## src/rtl/cpu_run_ctrl.sv

```systemverilog
// Test-run sequencer: streams a program image into IMEM, releases the CPU, watches for the pass PC signature.
// Optional macro RUN_CTRL_FAIL_DET_EN adds fail_addr/fail detection (priority pass > fail > timeout).
module cpu_run_ctrl #(
  parameter int IMEM_DEPTH = 1024,
  parameter int MAX_CYCLES = 2000,
  parameter int RST_HOLD   = 4,
  parameter int CNT_W      = 32,
  localparam int AW        = $clog2(IMEM_DEPTH)
) (
  input  logic             clk,
  input  logic             rst,
  input  logic             start,
  input  logic             ld_valid,
  output logic             ld_ready,
  input  logic [31:0]      ld_data,
  input  logic             ld_last,
  output logic             imem_we,
  output logic [AW-1:0]    imem_waddr,
  output logic [31:0]      imem_wdata,
  output logic             cpu_rst_n,
  input  logic [31:0]      pc_current,
  input  logic [31:0]      pass_addr,
  input  logic [31:0]      last_addr,
  input  logic             last_addr_vld,
`ifdef RUN_CTRL_FAIL_DET_EN
  input  logic [31:0]      fail_addr,
  output logic             fail,
`endif
  output logic             busy,
  output logic             done,
  output logic             pass,
  output logic             timeout,
  output logic [CNT_W-1:0] cycles
);

  localparam logic [2:0] S_IDLE    = 3'd0;
  localparam logic [2:0] S_LOAD    = 3'd1;
  localparam logic [2:0] S_RELEASE = 3'd2;
  localparam logic [2:0] S_RUN     = 3'd3;
  localparam logic [2:0] S_DONE    = 3'd4;

  logic [2:0]       state_q, state_d;
  logic [AW-1:0]    waddr_q, waddr_d;
  logic [3:0]       hold_q, hold_d;
  logic [CNT_W-1:0] cycles_q, cycles_d;
  logic [31:0]      prev_pc_q, prev_pc_d;
  logic             prev_vld_q, prev_vld_d;
  logic             pass_q, pass_d;
  logic             timeout_q, timeout_d;
  logic             fail_q, fail_d;
  logic             ld_hs;
  logic             pass_hit;
  logic             fail_hit;
  logic [CNT_W-1:0] cycles_inc;

  assign ld_ready   = (state_q == S_LOAD);
  assign ld_hs      = ld_valid && ld_ready;
  assign imem_we    = ld_hs;
  assign imem_waddr = waddr_q;
  assign imem_wdata = ld_hs ? ld_data : 32'd0;
  assign cpu_rst_n  = (state_q == S_RUN);
  assign busy       = (state_q == S_LOAD) || (state_q == S_RELEASE) || (state_q == S_RUN);
  assign done       = (state_q == S_DONE);
  assign pass       = pass_q;
  assign timeout    = timeout_q;
  assign cycles     = cycles_q;
  assign cycles_inc = cycles_q + CNT_W'(1);

  // Without a valid predecessor address, arriving at pass_addr alone is the signature.
  assign pass_hit = (pc_current == pass_addr) &&
                    (!last_addr_vld || (prev_vld_q && (prev_pc_q == last_addr)));

`ifdef RUN_CTRL_FAIL_DET_EN
  assign fail_hit = (pc_current == fail_addr);
  assign fail     = fail_q;
`else
  assign fail_hit = 1'b0;
`endif

  always_comb begin
    state_d    = state_q;
    waddr_d    = waddr_q;
    hold_d     = hold_q;
    cycles_d   = cycles_q;
    prev_pc_d  = prev_pc_q;
    prev_vld_d = prev_vld_q;
    pass_d     = pass_q;
    timeout_d  = timeout_q;
    fail_d     = fail_q;
    case (state_q)
      S_IDLE, S_DONE: begin
        if (start) begin
          state_d   = S_LOAD;
          waddr_d   = '0;
          cycles_d  = '0;
          pass_d    = 1'b0;
          timeout_d = 1'b0;
          fail_d    = 1'b0;
        end
      end
      S_LOAD: begin
        // The top address is an implicit last word, so the address never wraps.
        if (ld_hs) begin
          if (ld_last || (waddr_q == AW'(IMEM_DEPTH - 1))) begin
            state_d = S_RELEASE;
            hold_d  = '0;
          end else begin
            waddr_d = waddr_q + AW'(1);
          end
        end
      end
      S_RELEASE: begin
        prev_vld_d = 1'b0;
        if (hold_q == 4'(RST_HOLD - 1)) begin
          state_d = S_RUN;
        end else begin
          hold_d = hold_q + 4'd1;
        end
      end
      S_RUN: begin
        cycles_d   = cycles_inc;
        prev_pc_d  = pc_current;
        prev_vld_d = 1'b1;
        if (pass_hit) begin
          pass_d  = 1'b1;
          state_d = S_DONE;
        end else if (fail_hit) begin
          fail_d  = 1'b1;
          state_d = S_DONE;
        end else if (cycles_inc == CNT_W'(MAX_CYCLES)) begin
          timeout_d = 1'b1;
          state_d   = S_DONE;
        end
      end
      default: state_d = S_IDLE;
    endcase
  end

  always_ff @(posedge clk) begin
    if (rst) begin
      state_q    <= S_IDLE;
      waddr_q    <= '0;
      hold_q     <= '0;
      cycles_q   <= '0;
      prev_pc_q  <= '0;
      prev_vld_q <= 1'b0;
      pass_q     <= 1'b0;
      timeout_q  <= 1'b0;
      fail_q     <= 1'b0;
    end else begin
      state_q    <= state_d;
      waddr_q    <= waddr_d;
      hold_q     <= hold_d;
      cycles_q   <= cycles_d;
      prev_pc_q  <= prev_pc_d;
      prev_vld_q <= prev_vld_d;
      pass_q     <= pass_d;
      timeout_q  <= timeout_d;
      fail_q     <= fail_d;
    end
  end

endmodule

```

## config.mk

```make
export PLATFORM = sky130hd
export DESIGN_NAME = cpu_run_ctrl
export DESIGN_NICKNAME = d
export VERILOG_FILES = /design/src/rtl/cpu_run_ctrl.sv
export SDC_FILE = /design/constraint.sdc
export NUM_CORES = 1
export LEC_CHECK = 0
export BUFFER_PORTS_ARGS = -buffer_cell sky130_fd_sc_hd__buf_4
export CAP_MARGIN = 15
export CELL_PAD_IN_SITES_DETAIL_PLACEMENT = 1
export CELL_PAD_IN_SITES_GLOBAL_PLACEMENT = 2
export CORE_ASPECT_RATIO = 0.8
export CORE_MARGIN = 2
export CORE_UTILIZATION = 26
export DETAILED_ROUTE_END_ITERATION = 16
export PLACE_DENSITY_LB_ADDON = 0.1
export SLEW_MARGIN = 15
export SYNTH_ARGS = -nofsm -noshare
export SYNTH_HDL_FRONTEND = slang
export SYNTH_SLANG_ARGS = --single-unit
```

## constraint.sdc

```tcl
create_clock -name clk -period 3.94 [get_ports clk]
set_input_delay 0.394 -clock clk [delete_from_list [all_inputs] [get_ports clk]]
set_output_delay 0.394 -clock clk [all_outputs]
set_load 0.005 [all_outputs]
```

* Yosys cells after proc, flatten, opt, wreduce, memory -nomap -nowiden *
Cells that the tools add are included.

operators by class
  add/subtract/negate cells = 3
  reductions and logical operators = 20
  equality and inequality tests = 19
  mux-type cells = 25

operators by type and width
  cell                                                                      number
  32-bit equality test                                                      2
  32-bit 2-to-1 mux                                                         2
  32-bit one-hot mux with 2 select lines                                    1
  32-bit by 1-bit adder with 32-bit output (second input constant)          1
  32-bit by 11-bit equality test with 1-bit output (second input constant)  1
  10-bit 2-to-1 mux                                                         3
  10-bit one-hot mux with 2 select lines                                    1
  3-bit 2-to-1 mux                                                          6
  4-bit 2-to-1 mux                                                          3
  3-bit one-hot mux with 4 select lines                                     1
  4-bit AND reduction                                                       3
  10-bit by 1-bit adder with 10-bit output (second input constant)          1
  10-bit equality test (second input constant)                              1
  2-bit by 1-bit != test with 1-bit output (second input constant)          5
  2-bit != test (second input constant)                                     4
  4-bit one-hot mux with 2 select lines                                     1
  2-bit nonzero test                                                        4
  3-bit by 2-bit equality test with 1-bit output (second input constant)    2
  1-bit one-hot mux with 2 select lines                                     3
  5-bit AND reduction                                                       1
  4-bit by 1-bit adder with 4-bit output (second input constant)            1
  4-bit by 2-bit equality test with 1-bit output (second input constant)    1
  1-bit logical OR                                                          4
  1-bit 2-to-1 mux                                                          4
  9 further kinds                                                           11

storage, ports and cells
  register bits = 84
  input bits = 134
  logic and storage cells = 75

* Depth between registers and ports, before layout *
  depth in word-level cells = 6
  depth in mapped cells = 10

* Least setup slack after synthesis *
OpenSTA, ideal clock, no wires.

  kind = reg-to-reg
  start = reg cycles_q[0], in the netlist cycles[0]
  end = reg timeout_q, in the netlist timeout
  data arrival time = 3.023 ns
  slack = 0.848 ns
  period minus slack after synthesis = 3.092 ns
  stages on the path, launching flop included = 9
  path buffers = 0
  required time = 3.871 ns
  cells stage by stage = dfxtp_1 > ha_1 > nand3_2 > or4_4 > o31a_1 > or3_1 > or4_1 > or4_1 > o21ai_1

on the way
  cells in the longest elaborated chain, start to end = 4

RTL lines
  what                                                       line  text
  start: declaration                                         45    logic [CNT_W-1:0] cycles_q, cycles_d;
  start signal: assignment                                   154   cycles_q <= cycles_d;
  32-bit by 1-bit adder with 32-bit output                   67    assign cycles_inc = cycles_q + CNT_W'(1);
  32-bit by 11-bit equality test with 1-bit output           130   end else if (cycles_inc == CNT_W'(MAX_CYCLES)) begin
  2-bit by 1-bit != test with 1-bit output (no source line)  n/a
  4-bit AND reduction (no source line)                       n/a
  end signal: assignment                                     158   timeout_q <= timeout_d;
  end: declaration                                           49    logic timeout_q, timeout_d;

Every way passes these cells.
A chain may end at the register's enable or synchronous reset.

* Worst setup path after layout *
Same ends and word-level chain as after synthesis.

==> results.py <==
metrics = {
    "clocking": {
        "cts_sinks": 84,
        "clk_path_buf_depth": 2,
        "post_cts_resize_count": 0,
        "hold_buffers": 0,
        "htreeDepth": 3,
        "cts_tree": "done",
        "numCtsBuffers": 9,
        "post-cts-setup-buffer-count": 0,
        "cts_root_buf": "clkbuf_16",
        "clk_latency_ns": 0.35,
        "clk_pin_slew_ns": 0.07,
    },
    "floorplan": {
        "dieArea_um2": 21130,
        "fp.dieW_um": 162.0,
        "core_area_um2": 19680,
        "io_pins": 215,
        "core.rowCount": 46,
        "die_h_um": 130.4,
        "start_util_pct": 26.39,
    },
    "synth": {
        "ys_types": 56,
        "avgSynthCellArea_um2": 7.527,
        "synth_area_leaders": "dfxtp_1 (32%), xor2_1 (12%), nand2_1 (7.3%)",
        "yosys.area.top_type": "dfxtp_1",
        "syn-num-nets": 828,
        "async_flop_share_pct": 0,
        "synth.top_cell.area_share_pct": 32.38,
        "synth-seq-area-share_pct": 32.38,
        "synthFlopType": "dfxtp_1",
        "netlist_area_um2": 5194,
        "synth_commonest_cells": "nand2_1 (101), dfxtp_1 (84), xor2_1 (74)",
        "synth_edf_count": 0,
        "synth-seq-cells": 84,
        "syn-instance-count": 690,
        "synthMostInstantiatedCell": "nand2_1",
        "ys_warn_count": 0,
    },
    "worst_setup_path": {
        "reg2reg_slack_ns": 0.53,
        "r2r_end": "timeout",
        "crit_slowest_cell": "or4_4",
        "crit_path_max_incr_delay_ns": 0.55,
        "endpoint_kind": "flip-flop",
        "startpoint_type": "flip-flop",
        "cpLargestDelayFamily": "simple AND/OR/NAND/NOR gates",
        "path_cells": "ha_1, nand3_2, or4_4, o31a_1, or3_1, or4_1, or4_1, o21ai_1",
        "path_max_fanout": 10,
        "path_buf_inv": 0,
        "cp.depth": 8,
        "rr_worst_depth": 8,
        "critical_path_class": "flip-flop to flip-flop",
        "crit_required_ns": 4.22,
        "r2r_start": "cycles[0]",
        "arrival_ns": 3.70,
        "crit_top_cell": "or4_1",
    },
    "timing": {
        "period_needed_ns": 3.414,
        "final-max-slew-violation-count": 0,
        "setup_viol": 0,
        "post-route-period-util_pct": 86.65,
        "fmax_mhz": 292.9,
        "skew_ns": 0.007844,
        "rsz0062_at_grt": "false",
        "tns_ns": 0,
        "worstMarginPinSlew_ns": 0.8542,
        "hold_violations": 0,
        "max_slew_margin_pct": 43.05,
    },
    "detailed_routing": {
        "drt_first_iter_violations": 339,
        "detail_route.first_pass.iterations": 4,
        "vias_per_cell": 4.981,
        "drc": 0,
        "drt.antenna.violating_nets": 0,
        "num_vias": 5708,
        "wl_per_cell_um": 18.10,
        "wl_um": 20750,
    },
    "global_routing": {
        "grt.total_usage_pct": 19.08,
        "grt_pass1_wl_um": 31740,
        "antenna_found_initial": 0,
        "grt_overflow_total": 0,
        "grt_pass1_vias": 5672,
        "grt_max_degree": 72,
    },
    "final_layout": {
        "final_cells": 1146,
        "area_delta_synth_final_pct": 41.03,
        "drive_gt1_share_pct": 27.66,
        "nets": 1015,
        "diodes": 0,
    },
    "worst_hold_path": {
        "hold_class": "input pin to flip-flop",
        "holdPathEnd": "prev_pc_q[22]",
        "whs_path_depth": 3,
        "min_from": "pc_current[22]",
    },
    "placement": {
        "dp_hpwl_um": 15580,
        "place_congestion": 0.8265,
        "dp.cells": 1130,
        "io_buffers": 214,
    },
    "pwr": {
        "peakVddDrop_v": 0.0001951,
        "power_leakage_uw": 0.003150,
        "power_density_nw_per_um2": 309.9,
    },
    "outcome": {
        "status": "complete, no violations",
    },
    "run": {
        "cap_viol_max_count": 0,
    },
}
routing by layer:
layer	vias up	global-route usage [%]	share of wire [%]
li1	2831	-	-
met1	2732	25.68	46
met2	129	31.81	47
met3	16	4.009	5.3
met4	0	4.008	0.99
met5	-	0	0
flip-flops by register name (all words and copies together) (netlist names):
signal	cells
prev_vld_q	1
timeout	1
pass	1
state_q	3
prev_pc_q	32
hold_q	4
imem_waddr	10
cycles	32
layout make-up:
class / instances / area (um^2)
Tap cell: 264 / 330.3
Fill cell: 2439 / 12360
Clock buffer: 9 / 225.2
Timing Repair Buffer: 220 / 1652
Clock inverter: 7 / 100.1
Multi-Input combinational cell: 552 / 3298
Sequential cell: 84 / 1682
Inverter: 10 / 37.54
cells in the final DEF (no fill, tap or decap), types with 6 or more instances in the layout:
cell type / Yosys / routed
xor2_1: 74 / 74
a211oi_1: 6 / 6
nor2_1: 60 / 60
nand3_1: 19 / 19
and3_1: 42 / 42
nand2_1: 101 / 100
clkbuf_16: 0 / 9
or3_1: 8 / 8
nand4_1: 16 / 16
dfxtp_1: 84 / 84
nor4_1: 22 / 22
xnor2_1: 10 / 10
buf_4: 1 / 220
a31oi_1: 8 / 8
o21ai_0: 24 / 24
inv_1: 10 / 9
nor3_1: 15 / 15
a21oi_1: 70 / 70
a311oi_1: 8 / 8
and4_1: 10 / 10
or4_1: 6 / 6
stage by stage:
stage / worst slack, ns / total power, uW / utilization, % / area [um^2] / hold WS (ns)
after global placement: 0.6251 / 1334 / 35.56 / 6999 / 0.4500
after CTS: 0.5277 / 2314 / 37.21 / 7325 / 0.2866
after global routing: 0.2814 / 2389 / 37.21 / 7325 / 0.2975
after floorplan: 0.8476 / 1100 / - / 5194 / 0.4366
after detailed placement: 0.5394 / 1344 / 35.56 / 6999 / 0.4623
final: 0.5258 / 2270 / 37.21 / 7325 / 0.2973
worst max path at each step:
stage	end	start
2_1_floorplan	timeout	cycles[0]
3_3_place_gp	timeout	cycles[0]
3_5_place_dp	timeout	cycles[0]
4_1_cts	timeout	cycles[0]
5_1_grt	state_q[0]	cycles[0]
6_report	timeout	cycles[0]
cell families after synthesis:
| kind of cell | after synthesis | synth area share, % |
|---|---|---|
| adder cells (fa/ha/maj) | 4 | 0.9637 |
| buffers and inverters | 54 | 4.168 |
| AO/OA/AOI/OAI | 141 | 16.38 |
| XOR/XNOR | 84 | 14.17 |
| flip-flops | 84 | 32.38 |
| AND/OR/NAND/NOR | 320 | 31.37 |
| multiplexers | 3 | 0.5782 |
where the power goes:
group / total (uW) / internal [uW] / switching (uW)
logic: 427 / 204 / 224
clock network: 952 / 560 / 391
registers: 891 / 870 / 21.4
total: 2270 / 1630 / 637
tightest hold or removal path, stage by stage:
cell and delay (ns):
buf_4 0.12, nand2_1 0.05, a21oi_1 0.05
Note: power is estimated with default switching activity, not from simulation.
